[src/rtl/vrased_rst_pkg.sv]
// Shared types and defaults for the VRASED reset sequencer.
package vrased_rst_pkg;

    typedef enum logic [1:0] {
        StIdle,
        StHold,
        StWaitVec,
        StAck
    } seq_state_e;

    localparam logic [15:0] DefResetHandler = 16'hFFFE;
    localparam int unsigned DefHoldCycles   = 16;
    localparam int unsigned DefVecTimeout   = 64;

    localparam int unsigned CauseViol1 = 0;
    localparam int unsigned CauseViol2 = 1;
    localparam int unsigned CauseViol3 = 2;

    // Width able to hold max(a,b)-1, never narrower than one bit.
    function automatic int unsigned timer_width(input int unsigned a, input int unsigned b);
        int unsigned m;
        int unsigned w;
        m = (a > b) ? a : b;
        w = $clog2(m);
        return (w < 1) ? 1 : w;
    endfunction

endpackage

[src/rtl/rst_seq_timer.sv]
// Loadable down-counter shared by the HOLD and WAIT_VEC windows.
module rst_seq_timer #(
    parameter int unsigned W = 6
) (
    input  logic         clk,
    input  logic         reset_n,
    input  logic         load,
    input  logic [W-1:0] load_val,
    input  logic         dec,
    output logic         zero
);

    logic [W-1:0] cnt_q;

    always_ff @(posedge clk) begin
        if (!reset_n) begin
            cnt_q <= '0;
        end else if (load) begin
            cnt_q <= load_val;
        end else if (dec && (cnt_q != '0)) begin
            cnt_q <= cnt_q - 1'b1;
        end
    end

    assign zero = (cnt_q == '0);

endmodule

[src/rtl/vrased_reset_seq.sv]
// Reset sequencer: holds the core in reset, waits for the reset vector, then acknowledges.
module vrased_reset_seq
    import vrased_rst_pkg::*;
#(
    parameter int unsigned HOLD_CYCLES   = DefHoldCycles,
    parameter int unsigned VEC_TIMEOUT   = DefVecTimeout,
    parameter logic [15:0] RESET_HANDLER = DefResetHandler,
    parameter int unsigned CNT_W         = 8
) (
    input  logic             clk,
    input  logic             reset_n,
    input  logic             kill_req,
    input  logic [2:0]       viol_cause,
    input  logic [15:0]      pc,
    output logic             cpu_rst,
    output logic             kill_ack,
    output logic             seq_busy,
    output logic [2:0]       last_cause,
    output logic [CNT_W-1:0] viol_cnt,
    output logic [3:0]       retry_cnt
);

    localparam int unsigned   TW       = timer_width(HOLD_CYCLES, VEC_TIMEOUT);
    localparam logic [TW-1:0] HoldLoad = TW'(HOLD_CYCLES - 1);
    localparam logic [TW-1:0] VecLoad  = TW'(VEC_TIMEOUT - 1);

    seq_state_e    state_q, state_d;
    logic          start;
    logic          retry;
    logic          t_load;
    logic          t_dec;
    logic [TW-1:0] t_val;
    logic          t_zero;

    rst_seq_timer #(
        .W(TW)
    ) u_timer (
        .clk     (clk),
        .reset_n (reset_n),
        .load    (t_load),
        .load_val(t_val),
        .dec     (t_dec),
        .zero    (t_zero)
    );

    always_comb begin
        state_d = state_q;
        start   = 1'b0;
        retry   = 1'b0;
        t_load  = 1'b0;
        t_dec   = 1'b0;
        t_val   = HoldLoad;
        unique case (state_q)
            StIdle: begin
                if (kill_req) begin
                    state_d = StHold;
                    start   = 1'b1;
                    t_load  = 1'b1;
                end
            end
            StHold: begin
                if (t_zero) begin
                    state_d = StWaitVec;
                    t_load  = 1'b1;
                    t_val   = VecLoad;
                end else begin
                    t_dec = 1'b1;
                end
            end
            StWaitVec: begin
                // Vector match wins over a timeout on the same cycle.
                if (pc == RESET_HANDLER) begin
                    state_d = StAck;
                end else if (t_zero) begin
                    state_d = StHold;
                    retry   = 1'b1;
                    t_load  = 1'b1;
                end else begin
                    t_dec = 1'b1;
                end
            end
            StAck: begin
                if (kill_req) begin
                    state_d = StHold;
                    start   = 1'b1;
                    t_load  = 1'b1;
                end else begin
                    state_d = StIdle;
                end
            end
            default: state_d = StIdle;
        endcase
    end

    always_ff @(posedge clk) begin
        if (!reset_n) begin
            state_q    <= StIdle;
            cpu_rst    <= 1'b0;
            kill_ack   <= 1'b0;
            seq_busy   <= 1'b0;
            last_cause <= '0;
            viol_cnt   <= '0;
            retry_cnt  <= '0;
        end else begin
            state_q  <= state_d;
            cpu_rst  <= (state_d == StHold);
            kill_ack <= (state_d == StAck);
            seq_busy <= (state_d != StIdle);
            if (start) begin
                last_cause <= viol_cause;
                retry_cnt  <= '0;
                if (viol_cnt != '1) begin
                    viol_cnt <= viol_cnt + 1'b1;
                end
            end else begin
                if ((state_q == StHold) && kill_req) begin
                    last_cause <= last_cause | viol_cause;
                end
                if (retry && (retry_cnt != 4'hF)) begin
                    retry_cnt <= retry_cnt + 1'b1;
                end
            end
        end
    end

endmodule
[config.mk]
export PLATFORM = sky130hd
export DESIGN_NAME = vrased_reset_seq
export DESIGN_NICKNAME = d
export VERILOG_FILES = /design/src/rtl/vrased_rst_pkg.sv /design/src/rtl/rst_seq_timer.sv /design/src/rtl/vrased_reset_seq.sv
export SDC_FILE = /design/constraint.sdc
export NUM_CORES = 1
export LEC_CHECK = 0
export CORE_ASPECT_RATIO = 1.75
export CORE_MARGIN = 2
export CORE_UTILIZATION = 47
export CTS_CLUSTER_SIZE = 8
export DETAILED_ROUTE_END_ITERATION = 12
export MAX_ROUTING_LAYER = met4
export PLACE_DENSITY = 0.91
export SYNTH_ARGS = -nofsm -noshare
export SYNTH_HDL_FRONTEND = slang
export SYNTH_SLANG_ARGS = --single-unit
[constraint.sdc]
create_clock -name clk -period 2.4 [get_ports clk]
set_clock_uncertainty 0.1 [all_clocks]
set_input_delay 0.36 -clock clk [delete_from_list [all_inputs] [get_ports clk]]
set_output_delay 0.36 -clock clk [all_outputs]
set_load 0.02 [all_outputs]
-- Word level (Yosys, flattened, before mapping)
Index checks and enable logic that the tools add are counted.
- flip-flop bits (word level): 26
- logic and storage cells: 54
- input bits: 22
- output and inout port bits: 18
- equal/unequal tests: 8
- $add $sub $neg: 3
- bitwise gates (word level): 2
- reduce and logical (&&, ||, !) cells: 12
- mux-type cells: 21
- operators by type and width (kind ; count):
    6-bit two-way mux ; 4
    16-bit == test, second input constant ; 1
    8-bit by 1-bit adder with 8-bit output, second input constant ; 1
    1-bit two-way mux ; 8
    2-bit two-way mux ; 4
    8-bit inequality test, second input constant ; 1
    2-bit case mux with 4 select lines ; 1
    2-bit == test, second input constant ; 3
    6-bit logical NOT ; 1
    3-bit two-way mux ; 2
    2-bit nonzero test ; 3
    6-bit nonzero test ; 1
    6-bit by 1-bit subtractor with 6-bit output, second input constant ; 1
    4-bit by 1-bit adder with 4-bit output, second input constant ; 1
    2-bit by 1-bit == test with 1-bit output, second input constant ; 2
    4-bit inequality test, second input constant ; 1
    2-bit OR reduction ; 2
    1-bit logical AND ; 3
    3-bit OR ; 1
    1-bit case mux with 3 select lines ; 1
    2-bit logical NOT ; 1
    1-bit case mux with 2 select lines ; 1
    2-bit AND reduction ; 1
    1-bit NOT ; 1

-- Depth between registers and ports, before layout
- depth after elaboration: 7
- mapped depth: 8
- depth with buffers taken out: 7

-- Cells and area by module
A second synthesis with hierarchy kept.
- cells, all modules: 160
- area total of the unflattened synthesis: 1416.4 µm²
- by module, submodules not included (module ; area an instance (µm²) ; sequential area each (µm²) ; cells each ; times used):
    vrased_reset_seq ; 1042.2 ; 400.4 ; 118 ; 1
    rst_seq_timer ; 374.1 ; 120.1 ; 42 ; 1

-- Least setup slack after synthesis
No wires, ideal clock.
- path type: register to register
- from: register u_timer.cnt_q[0]
- to: register u_timer.cnt_q[2]
- stages on the path, launching flop included: 8
- path buffers: 0
- setup time: 0.115 ns
- setup slack: 0.316 ns
- clock period less this slack: 2.084 ns
- arrival: 1.869 ns
- path through: dfxtp_1 inv_1 ha_1 nor2b_1 and2_1 a211oi_2 mux2_1 o21a_1
- word-level cells in the longest chain between the ends: 6
- ends and longest elaborated chain (what ; RTL line ; source):
    from (decl) ; rst_seq_timer.sv:13 ; logic [W-1:0] cnt_q;
    from (signal assigned) ; rst_seq_timer.sv:19 ; cnt_q <= load_val;
    from (signal assigned) ; rst_seq_timer.sv:21 ; cnt_q <= cnt_q - 1'b1;
    6-bit logical NOT ; rst_seq_timer.sv:25 ; assign zero = (cnt_q == '0);
    1-bit two-way mux ; vrased_reset_seq.sv:62, vrased_reset_seq.sv:74 ;
    1-bit two-way mux ; vrased_reset_seq.sv:72 ; if (pc == RESET_HANDLER) begin
    1-bit case mux with 2 select lines ; vrased_reset_seq.sv:53 ; unique case (state_q)
    1-bit logical AND ; rst_seq_timer.sv:20 ; end else if (dec && (cnt_q != '0)) begin
    2-bit nonzero test (no source line) ; - ;
Parallel ways exist; a longest one is shown, timed or not. The select of a mux whose other input is x is not followed.
A chain may end at the register's enable or synchronous reset.

-- Worst setup path after layout
- from: register state_q[1]
- to: register viol_cnt[2]
- word-level cells in the longest chain between the ends: 4
- ends and longest elaborated chain (what ; RTL line ; source):
    from (decl) ; vrased_reset_seq.sv:27 ; seq_state_e state_q, state_d;
    from (signal assigned) ; vrased_reset_seq.sv:97 ; state_q <= StIdle;
    from (signal assigned) ; vrased_reset_seq.sv:105 ; state_q <= state_d;
    2-bit == test or 2-bit logical NOT (tied branches) ; vrased_reset_seq.sv:53 ;
    2-bit OR reduction (no source line) (*) ; - ;
    1-bit two-way mux (*) ; - ;
    2-bit AND reduction (no source line) (*) ; - ;
    to (signal assigned) ; vrased_reset_seq.sv:113 ; viol_cnt <= viol_cnt + 1'b1;
    to (decl) ; vrased_reset_seq.sv:19 ; output logic [CNT_W-1:0] viol_cnt,
Every way passes the cells marked *; elsewhere a longest branch is shown, timed or not.

==> results by group <==
Status
  – Status: complete, no violations

Timing
  – Final hold viol count: 0
  – F_max: ~470 MHz
  – Least-Margin Pin Slew: around 0.55 ns
  – Slew headroom: between 60 and 70%
  – Final setup viols: 0
  – Fin. max-slew vios: 0
  – Tmin final: roughly 2.1 ns
  – Tcrit/Tclk final: between 80% and 90%
  – RSZ-0062 raised after global routing: no
  – Fin Setup TNS: 0 ns

Yosys
  – Post-synthesis mux area share: around 2.2%
  – Synth Area in XOR/XNOR: under 10%
  – Yosys top cell area share: between 30% and 40%
  – Post-synthesis sequential area ratio: between 30 and 40%
  – Syn Nets: 184
  – Largest family of logic cells by synthesized area: simple AND/OR/NAND/NOR gates
  – Synth cell types: 47
  – Netlist Area Pre-Place: around 1400 um^2
  – Adder-cell share of the synthesized area: 8.09%
  – Ys async rst share: 0%
  – Ranking of synthesized cells by area: dfxtp_1 (37%), ha_1 (8.1%), xnor2_1 (4.4%), nor2_1 (3.5%), a21oi_1 (3.2%)
  – Synthesized instance count: 153
  – Synth Area in Simple Gates: a little under a quarter
  – Yosys warns: 0
  – Synth area leader: dfxtp_1
  – Synth Flop Type: dfxtp_1
  – Syn avg cell area: ~9.1 um^2
  – Number of synthesized register bits: 26
  – Post-synth EDFFs: 0
  – Area fraction in compound gates after synthesis: between 20% and 30%

Drt
  – WL per Instance: around 14 um
  – Starting DRC count in detailed routing: 19
  – DR pass1 iterations: 4
  – Drt total wl: ~3200 um
  – Final ANT Viol Nets: 0
  – Via-to-Cell Ratio: about 5.7
  – Routed vias: 1304
  – DR DRC count: 0

Critical path
  – Worst reg2reg setup slack: ~0.26 ns
  – Crit path DAT: approximately 2.2 ns
  – Max Fanout on Critical Path: 6
  – CP Class: register to register
  – Worst Path Required: 2.48 ns
  – Crit start category: register
  – Setup crit end kind: register

CTS
  – Post-CTS Hold Buffers: 0
  – Post-CTS Resized: 0
  – # clock sinks: 26
  – Num CTS Buffers: 3
  – Worst-Skew Late Latency: roughly 0.27 ns
  – CTS tree: yes
  – Clock slew at reported path FFs: 0.09 ns
  – Clk buf depth: 2
  – CTS root buf: clkbuf_8
  – Post-CTS setup repair buffer count: 0
  – H-tree depth: 1

Layout
  – Commonest cells after routing, fill and taps aside: clkdlybuf4s50_1 (39), dfxtp_1 (26), nor2_1 (13), a21oi_1 (9), ha_1 (9)
  – # diodes: 0
  – Fill count: 242
  – NumNets Final: 232
  – Share of layout cells above drive strength 1: 8.50%
  – Commonest non-fill, non-tap cell in the layout: clkdlybuf4s50_1
  – Non-filler cells in the finished layout: about 230
  – Area delta synth->final: 37.2%
  – Final Util: around 67%

Worst hold path
  – Hold Path Class: register to register

Floorplanning
  – Core area: roughly 2900 um^2
  – Die width: roughly 45 um
  – I/O Pins: 40
  – Initial Utilization: 48.6%
  – Die height: between 70 and 80 um
  – Std cell rows: 26
  – Die Area: around 3400 um^2

Power
  – Peak VDD IR: between 0.4 and 0.5 mV
  – Pleak: just over 0.7 nW
  – Pwr per Cell Area: a little over 600 nW/um^2

Global routing
  – Initial antenna violation count: 0
  – Number of global-route vias before repair: 1311
  – Pin count of the biggest net entering global routing: 17
  – First-pass GRT wire length: between 5000 and 6000 um
  – Total GRT Usage: 20.5%
  – Global route overflow: 0

Placed design
  – Hpwl dp: between 2000 and 3000 um
  – Port bufs: 39
  – Final GP Congestion: ~0.86
  – Placed cell count: approximately 220

Flow run
  – Max_cap viols: 0
==> cells by family (layout without fill, tap and decap cells) <==
group / count (synthesis) / in the layout
compound gates: 39 / 39
flops: 26 / 26
mux: 3 / 3
fa+ha+maj: 9 / 9
xor+xnor: 10 / 10
buf+inv: 10 / 57
simple gates: 56 / 56
==> power by group <==
| part | internal (mW) | switching (mW) | total [mW] | leakage [nW] |
|---|---|---|---|---|
| Sequential | 0.471 | 0.0367 | 0.508 | 0.212 |
| Clock | 0.147 | 0.133 | 0.280 | 0.0288 |
| Combinational | 0.185 | 0.202 | 0.387 | 0.484 |
| Total | 0.804 | 0.372 | 1.18 | 0.726 |
==> per-stage QoR <==
| step | instance area, um^2 | hold slack, ns | setup WS (ns) | total power [mW] |
|---|---|---|---|---|
| after floorplan | 1390 | 0.363 | 0.316 | 0.750 |
| after global placement | 1850 | 0.374 | 0.109 | 0.895 |
| after detailed placement | 1850 | 0.384 | 0.0670 | 0.904 |
| after CTS | 1910 | 0.405 | 0.259 | 1.19 |
| after global routing | 1910 | 0.433 | 0.0753 | 1.24 |
| final | 1910 | 0.405 | 0.255 | 1.18 |
==> registers in the layout, summed over array words and instances, names as in the netlist <==
signal         flops
viol_cnt           8
u_timer.cnt_q      6
retry_cnt          4
last_cause         3
state_q            2
cpu_rst            1
kill_ack           1
seq_busy           1
==> routing by layer <==
metal | global-route usage (%) | vias to the layer above | share of wire [%]
li1 | - | 652 | -
met1 | 19.8 | 612 | 37
met2 | 37.4 | 35 | 55
met3 | 2.13 | 5 | 5.3
met4 | 9.71 | 0 | 1.9
met5 | - | - | 0
==> final timing paths <==
check,startpoint,cells past startpoint,endpoint
worst min-delay path,u_timer.cnt_q[1]$_SDFFE_PN0P_,1,u_timer.cnt_q[1]$_SDFFE_PN0P_
worst max register to register,state_q[1]$_SDFF_PN0_,7,viol_cnt[2]$_SDFFE_PN0P_
worst max-delay path,state_q[1]$_SDFF_PN0_,7,viol_cnt[2]$_SDFFE_PN0P_
worst min register to register,u_timer.cnt_q[1]$_SDFFE_PN0P_,1,u_timer.cnt_q[1]$_SDFFE_PN0P_
==> synthesized netlist by cell type (2+ instances only) <==
library cell  number
nor3b_1            2
o21a_1             2
inv_1              7
ha_1               9
nor2b_1            2
o21ai_0            6
dfxtp_1           26
xor2_1             3
a211o_1            2
nor3_1             4
xnor2_1            7
nand2_1            8
and2_1             3
a22oi_1            3
mux2i_1            2
a31oi_1            2
nor4_1             2
a21oi_1            9
nand4_1            5
nand3_1            6
nor2_1            13
and3_1             3
clkbuf_1           2
a211oi_1           2
==> worst max-delay path, stage by stage, from the launching register on <==
cell and delay (ns):
dfxtp_1 0.43, inv_1 0.13, ha_1 0.35, nand2b_1 0.21, a21oi_1 0.41, nand2_1 0.14, xnor2_1 0.14, and2_1 0.15
==> area by class of cell <==
cell class                      instances  area [um^2]  area share [%]
Clock buffer                            4         55.1            2.88
Inverter                                8         30.0            1.57
Multi-Input combinational cell        117          833            43.6
Sequential cell                        26          520            27.3
Tap cell                               28         35.0            1.83
Timing Repair Buffer                   45          435            22.8
Note: power is estimated with default switching activity, not from simulation.
